`src/rtl/reg_file_array_if.sv`:
```
// reg_file_array_if: read/write bus of the architectural register file.
// The master side (core datapath) drives the two read addresses and the
// single write port. The slave side (register file) returns both operands
// and the committed-write counter.
interface reg_file_array_if #(
    parameter int unsigned DATA_WIDTH = 32,
    parameter int unsigned ADDR_WIDTH = 5
);
    logic [ADDR_WIDTH-1:0] READ_Addr_1;
    logic [ADDR_WIDTH-1:0] READ_Addr_2;
    logic                  WRITE_En;
    logic [ADDR_WIDTH-1:0] WRITE_Addr;
    logic [DATA_WIDTH-1:0] WRITE_Data;
    logic [DATA_WIDTH-1:0] READ_Data_1;
    logic [DATA_WIDTH-1:0] READ_Data_2;
    logic [15:0]           WRITE_Count;

    modport master (
        output READ_Addr_1,
        output READ_Addr_2,
        output WRITE_En,
        output WRITE_Addr,
        output WRITE_Data,
        input  READ_Data_1,
        input  READ_Data_2,
        input  WRITE_Count
    );

    modport slave (
        input  READ_Addr_1,
        input  READ_Addr_2,
        input  WRITE_En,
        input  WRITE_Addr,
        input  WRITE_Data,
        output READ_Data_1,
        output READ_Data_2,
        output WRITE_Count
    );
endinterface

```
`src/rtl/reg_file_array.sv`:
```
// reg_file_array: architectural integer register file of the single-cycle core.
// Two combinational read ports, one synchronous write port, x0 hardwired to zero.
// x2 (stack pointer) resets to SP_INIT, every other register resets to zero.
// WRITE_Count counts committed writes to non-zero registers and wraps silently.
// Optional build macro: REG_FILE_BYPASS_EN -- when defined, a write in flight
// to the address being read is forwarded to that read port in the same cycle.
module reg_file_array #(
    parameter int unsigned           DATA_WIDTH = 32,
    parameter int unsigned           ADDR_WIDTH = 5,
    parameter logic [DATA_WIDTH-1:0] SP_INIT    = '0
) (
    input  logic            CLK,
    input  logic            RSTN,
    reg_file_array_if.slave bus
);

    localparam int unsigned           NUM_REGS  = 2 ** ADDR_WIDTH;
    localparam logic [ADDR_WIDTH-1:0] ZERO_ADDR = '0;

    // Flattened view of all registers; entry 0 is a constant zero, not a flop.
    logic [NUM_REGS-1:0][DATA_WIDTH-1:0] reg_view;
    logic                                write_commit;
    logic [15:0]                         write_count;
    logic [DATA_WIDTH-1:0]               read_data_1;
    logic [DATA_WIDTH-1:0]               read_data_2;

    // A write only takes effect when enabled and aimed at a real register;
    // a low enable masks any X on the address/data inputs.
    assign write_commit = bus.WRITE_En && (bus.WRITE_Addr != ZERO_ADDR);

    assign reg_view[0] = '0;

    // One storage word per architectural register x1..x(N-1).
    for (genvar r = 1; r < NUM_REGS; r++) begin : g_reg
        localparam logic [DATA_WIDTH-1:0] RESET_VAL = (r == 2) ? SP_INIT : '0;
        localparam logic [ADDR_WIDTH-1:0] MY_ADDR   = ADDR_WIDTH'(r);

        logic [DATA_WIDTH-1:0] value;

        // Load the reset contents immediately on reset, otherwise capture the writeback value when addressed.
        always_ff @(posedge CLK or negedge RSTN) begin
            if (!RSTN) begin
                value <= RESET_VAL;
            end else if (write_commit && (bus.WRITE_Addr == MY_ADDR)) begin
                value <= bus.WRITE_Data;
            end
        end

        assign reg_view[r] = value;
    end

    // Count committed non-zero writes; reset wins over a coincident write.
    always_ff @(posedge CLK or negedge RSTN) begin
        if (!RSTN) begin
            write_count <= '0;
        end else if (write_commit) begin
            write_count <= write_count + 16'd1;
        end
    end

    // Read port 1: stored value, optionally overridden by the write in flight.
    always_comb begin
        read_data_1 = reg_view[bus.READ_Addr_1];
`ifdef REG_FILE_BYPASS_EN
        if (write_commit && (bus.WRITE_Addr == bus.READ_Addr_1)) begin
            read_data_1 = bus.WRITE_Data;
        end
`endif
    end

    // Read port 2: same rules as port 1.
    always_comb begin
        read_data_2 = reg_view[bus.READ_Addr_2];
`ifdef REG_FILE_BYPASS_EN
        if (write_commit && (bus.WRITE_Addr == bus.READ_Addr_2)) begin
            read_data_2 = bus.WRITE_Data;
        end
`endif
    end

    assign bus.READ_Data_1 = read_data_1;
    assign bus.READ_Data_2 = read_data_2;
    assign bus.WRITE_Count = write_count;

endmodule

```
`src/flat_wrapper.sv`:
```
// flat-port wrapper written by rule: the top's interface ports become plain ports
module reg_file_array_flat 
#(
    parameter int unsigned           DATA_WIDTH = 32,
    parameter int unsigned           ADDR_WIDTH = 5,
    parameter logic [DATA_WIDTH-1:0] SP_INIT    = '0
)
  (CLK, RSTN, bus_READ_Addr_1, bus_READ_Addr_2, bus_WRITE_En, bus_WRITE_Addr, bus_WRITE_Data, bus_READ_Data_1, bus_READ_Data_2, bus_WRITE_Count);
  reg_file_array_if #(.DATA_WIDTH(DATA_WIDTH), .ADDR_WIDTH(ADDR_WIDTH)) bus_i ();
  input  logic CLK;
  input  logic RSTN;
  input wire logic [$bits(bus_i.READ_Addr_1)-1:0] bus_READ_Addr_1;
  input wire logic [$bits(bus_i.READ_Addr_2)-1:0] bus_READ_Addr_2;
  input wire logic [$bits(bus_i.WRITE_En)-1:0] bus_WRITE_En;
  input wire logic [$bits(bus_i.WRITE_Addr)-1:0] bus_WRITE_Addr;
  input wire logic [$bits(bus_i.WRITE_Data)-1:0] bus_WRITE_Data;
  output wire logic [$bits(bus_i.READ_Data_1)-1:0] bus_READ_Data_1;
  output wire logic [$bits(bus_i.READ_Data_2)-1:0] bus_READ_Data_2;
  output wire logic [$bits(bus_i.WRITE_Count)-1:0] bus_WRITE_Count;
  assign bus_i.READ_Addr_1 = bus_READ_Addr_1;
  assign bus_i.READ_Addr_2 = bus_READ_Addr_2;
  assign bus_i.WRITE_En = bus_WRITE_En;
  assign bus_i.WRITE_Addr = bus_WRITE_Addr;
  assign bus_i.WRITE_Data = bus_WRITE_Data;
  assign bus_READ_Data_1 = bus_i.READ_Data_1;
  assign bus_READ_Data_2 = bus_i.READ_Data_2;
  assign bus_WRITE_Count = bus_i.WRITE_Count;
  reg_file_array #(.DATA_WIDTH(DATA_WIDTH), .ADDR_WIDTH(ADDR_WIDTH), .SP_INIT(SP_INIT)) u_core (.CLK(CLK), .RSTN(RSTN), .bus(bus_i));
endmodule
```
`config.mk`:
```
export PLATFORM = sky130hd
export DESIGN_NAME = reg_file_array_flat
export DESIGN_NICKNAME = d
export VERILOG_FILES = /design/src/rtl/reg_file_array_if.sv /design/src/rtl/reg_file_array.sv /design/src/flat_wrapper.sv
export SDC_FILE = /design/constraint.sdc
export NUM_CORES = 2
export LEC_CHECK = 0
export CORE_MARGIN = 8
export CORE_UTILIZATION = 57
export DETAILED_ROUTE_END_ITERATION = 10
export PLACE_DENSITY_LB_ADDON = 0.3
export SLEW_MARGIN = 0
export SYNTH_ARGS = -nofsm -noshare
export SYNTH_HDL_FRONTEND = slang
export SYNTH_SLANG_ARGS = --single-unit
```
`constraint.sdc`:
```
create_clock -name CLK -period 2.1 [get_ports CLK]
set_input_delay 0.315 -clock CLK [delete_from_list [all_inputs] [get_ports CLK]]
set_output_delay 0.315 -clock CLK [all_outputs]
set_load 0.03 [all_outputs]
```
=== Word level (Yosys, flattened, before mapping) ===
Cells that the tools add are included.
Widths: inputs -> output; s select.

* Flip-flop bits (word level): 1008

* Equal/unequal tests: 31
* Mux-type cells: 4
* Reduce and logical (&&, ||, !) cells: 33
* Add/sub/neg operators: 1
* Order comparisons: 2

{| class="wikitable"
|+ Operators by type and width
! kind !! number
|-
| $bmux 32 s5 || 2
|-
| $eq 5x5->1 const B || 16
|-
| $mux 32 || 2
|-
| $eq 5x4->1 const B || 8
|-
| $logic_and 1x1->1 || 32
|-
| $eq 5x3->1 const B || 4
|-
| $add 16x1->16 const B || 1
|-
| $lt 5x6->1 const B || 2
|-
| $eq 5x2->1 const B || 2
|-
| $eq 5x1->1 const B || 1
|-
| $reduce_bool 5->1 || 1
|}

=== Logic depth before layout (Yosys ltp) ===
* Word-level depth: 3
* Depth in mapped cells: 9

=== Least setup slack after synthesis ===
No wires, ideal clock.

* Kind: input to output
* Start point: input bus_READ_Addr_1[0]
* End point: output bus_READ_Data_1[23]
* Slack: -0.340 ns
* Data arrival time: 2.125 ns
* Stages: 9
* Buffers on the path: 5
* Required time: 1.785 ns
* Path through: buf_4 buf_6 buf_6 buf_6 buf_4 mux2i_1 o22ai_1 a211oi_1 o31ai_1

* Longest elaborated chain between the ends: 2

{| class="wikitable"
|+ Ends and longest elaborated chain
! what !! RTL line !! source
|-
| start: declaration || flat_wrapper.sv:12 || <nowiki>input wire logic [$bits(bus_i.READ_Addr_1)-1:0] bus_READ_Addr_1;</nowiki>
|-
| $bmux 32 s5 || reg_file_array.sv:63 || <nowiki>read_data_1 = reg_view[bus.READ_Addr_1];</nowiki>
|-
| $mux 32 (implied by the code) || reg_file_array.sv:63 ||
|-
| end: declaration || flat_wrapper.sv:17 || <nowiki>output wire logic [$bits(bus_i.READ_Data_1)-1:0] bus_READ_Data_1;</nowiki>
|}

No other way between the ends. The select of a mux whose other input is x is not followed.

=== Worst setup path in the final report ===
* Start point: register u_core.g_reg[29].value[9]
* End point: output bus_READ_Data_1[9]

* Longest elaborated chain between the ends: 2

{| class="wikitable"
|+ Ends and longest elaborated chain
! what !! RTL line !! source
|-
| start: declaration || reg_file_array.sv:38 || <nowiki>logic [DATA_WIDTH-1:0] value;</nowiki>
|-
| start signal: assignment || reg_file_array.sv:45 || <nowiki>value <= bus.WRITE_Data;</nowiki>
|-
| $bmux 32 s5 || reg_file_array.sv:63 ||
|-
| $mux 32 (implied by the code) || reg_file_array.sv:63 ||
|}

No other way between the ends. The select of a mux whose other input is x is not followed.

==> impl_metrics.yaml <==
placed_design:
  globalplace.congestion: 0.874
  post-place-ws_ns: -0.529
  io_buffers: 129
  place_hpwl_um: 112000
setup_path:
  crit_path_end_kind: "primary output"
  max_stage_delay_ns: 0.48
  crit_cells: 5
  cp_top_family: "compound AO/OA/AOI/OAI gates"
  r2r-start: "u_core.bus.WRITE_Count[3]"
  cpMaxStageDelayCell: "mux4_2"
  critPathKind: "register to primary output"
  startpoint_type: "register"
  crit_buf_inv: 1
  crit_required_ns: 1.78
  worstPathMaxFanout: 3
  arrival_ns: 2.35
  cp_cell_sequence: "mux4_2 -> a22o_1 -> o21ai_2 -> o31ai_4 -> buf_6"
  r2r_slack_ns: 0.33
  r2r_end: "u_core.bus.WRITE_Count[15]"
  r2r_cells: 4
route:
  routed_wl_um: 169000
  drc_errors: 0
  first_pass_iters: 5
  vias_per_cell: 6.90
  ant_nets: 0
  wl_per_cell_um: 31.4
  dr.first_iter.drc_count: 3193
  vias: 37100
sta:
  setup_viol_count_final: 64
  rsz0062_at_grt: "yes"
  worst_pin_slew_ns: 0.584
  layout_setup_ws_ns: -0.566
  fmax_ghz: 0.375
  maxSlewViolCount: 0
  relSlewSlack_pct: 61.1
  finalHoldWorstSlack_ns: 0.108
  skew_ns: 0.00619
  hold_violations: 0
  min_period_ns: 2.67
  finalCritPeriodShare_pct: 127
yosys:
  ys.flop_type: "dfrtp_1"
  async_flop_share_pct: 100
  syn_area_sq_um: 54000
  synth_edf_count: 0
  netlist_instances: 3670
  yosys_warnings: 0
  ys_seq_elements: 1008
  avgSynthCellArea_sq_um: 14.7
  syn_nets: 3721
  synth_cell_types: 40
  ys_seq_area_share_pct: 46.7
power:
  power.total_w: 0.0606
  p_leak_nw: 29.1
  p_per_area_nw_per_um2: 915
  ir_drop_v: 0.000747
floorplan:
  row_count: 113
  core-area_sq_um: 94400
  die-area_sq_um: 105000
  start_util_pct: 57.2
  die_h_um: 324
  ios: 130
  die_x_um: 324
clocking:
  cts_max_level: 3
  cts_buffers: 108
  clock_latency_ns: 0.69
  cts_buffer_depth: 3
  cts_tree: "built"
  clockRootBuffer: "clkbuf_16"
  path_clk_slew_ns: 0.06
  cts_sinks: 1008
cells_and_area:
  final_core_util_pct: 70.1
  drive_above_1_share_pct: 56.5
  areaGrowthSynthToFinish_pct: 22.6
  final_cell_mix: "dfrtp_1 (1008), mux2_2 (968), mux4_2 (384)"
  layout_commonest_cell: "dfrtp_1"
  fin_nets: 4077
global_route:
  grtUsageMet3_pct: 6.83
  grt_pass1_vias: 39400
  grt_max_degree: 105
  grt_remaining_overflow: 0
  grt_use_total_pct: 32.2
  grt_pass1_wl_um: 253000
  grt_util_met2_pct: 50.9
  grt_most_used_layer: "met2"
  met1_usage_pct: 42.9
  antenna_found_initial: 0
flow_run:
  cap_viol_max_count: 0
run_status:
  outcome: "finished, violations left"
  violations: "setup timing"
worst_hold_path:
  hold_path.class: "input pin to async pin"
metrics by stage:
stage	cell area (sq um)	cells	setup TNS (ns)
2_1_floorplan	55300	3670	-0.753
3_3_place_gp	61900	5155	-235.71
3_5_place_dp	61900	5155	-265.22
4_1_cts	66100	5372	-32.67
5_1_grt	66200	5383	-33.86
6_report	66200	5384	-30.42
cell usage after synthesis (6+ instances only):
master	number	area [sq um]
nand3_1	7	35.0
nor2b_1	7	43.8
o31ai_1	64	480
mux4_2	384	8650
and2_1	66	413
nand2_1	15	56.3
buf_4	37	278
buf_1	15	56.3
o21ai_1	64	320
inv_1	7	26.3
buf_6	8	90.1
o22ai_1	64	400
xnor2_1	7	61.3
clkbuf_1	213	800
nor3_1	9	45.0
nand4_1	6	37.5
xor2_1	8	70.1
mux2_2	969	10900
nand2b_1	6	37.5
a22o_1	192	1680
mux2_1	88	991
dfrtp_1	1008	25200
mux2i_1	192	1920
nor2_1	20	75.1
buf_2	131	656
a211oi_1	64	480
worst max path at each step:
stage          slack [ns]                        from             endpoint
6_report            -0.57   u_core.g_reg[29].value[9]   bus_READ_Data_1[9]
5_1_grt             -0.60  u_core.g_reg[29].value[25]  bus_READ_Data_2[25]
4_1_cts             -0.59  u_core.g_reg[31].value[23]  bus_READ_Data_2[23]
3_5_place_dp        -0.53          bus_READ_Addr_1[0]   bus_READ_Data_1[7]
3_3_place_gp        -0.55          bus_READ_Addr_1[0]   bus_READ_Data_1[7]
2_1_floorplan       -0.04          bus_READ_Addr_1[2]  bus_READ_Data_1[10]
state kept, by name, indices dropped and copies added, names as in the netlist:
register	flops
u_core.g.value	992
u_core.bus.WRITE_Count	16
layout make-up:
cell class | instances | area [sq um]
Multi-Input combinational cell | 2251 | 28400
Fill cell | 6189 | 28200
Sequential cell | 1008 | 25200
Timing Repair Buffer | 650 | 7320
Clock buffer | 162 | 3150
Tap cell | 1265 | 1580
Clock inverter | 40 | 502
Inverter | 7 | 26.3
Antenna cell | 1 | 2.50
report_power, final:
part,switching [W],internal (W)
Combinational,0.00614,0.00857
Sequential,0.00299,0.0233
Clock,0.00807,0.0116
logic make-up after synthesis:
family / after synthesis / synth area share (%)
AND/OR/NAND/NOR: 150 / 1.60
flip-flops: 1008 / 46.7
XOR/XNOR: 15 / 0.243
AO/OA/AOI/OAI: 452 / 6.29
adder cells (fa/ha/maj): 1 / 0.0232
multiplexers: 1633 / 41.6
buffers and inverters: 411 / 3.53
what timing repair did:
item,4_1_cts,5_1_grt
hold buffers,1,0
hold endpoints to repair,413,0
pin swaps,153,62
endpoints found under the setup margin,77,64
buffers inserted,16,11
gates resized for setup,112,9
per-layer routing:
metal  share of wire [%]  vias up
met2                  47     1867
met5                   0        -
li1                    -    14900
met1                  39    19800
met3                 8.6      517
met4                 5.1        0
No activity file was read; power rests on OpenSTA's default activity.
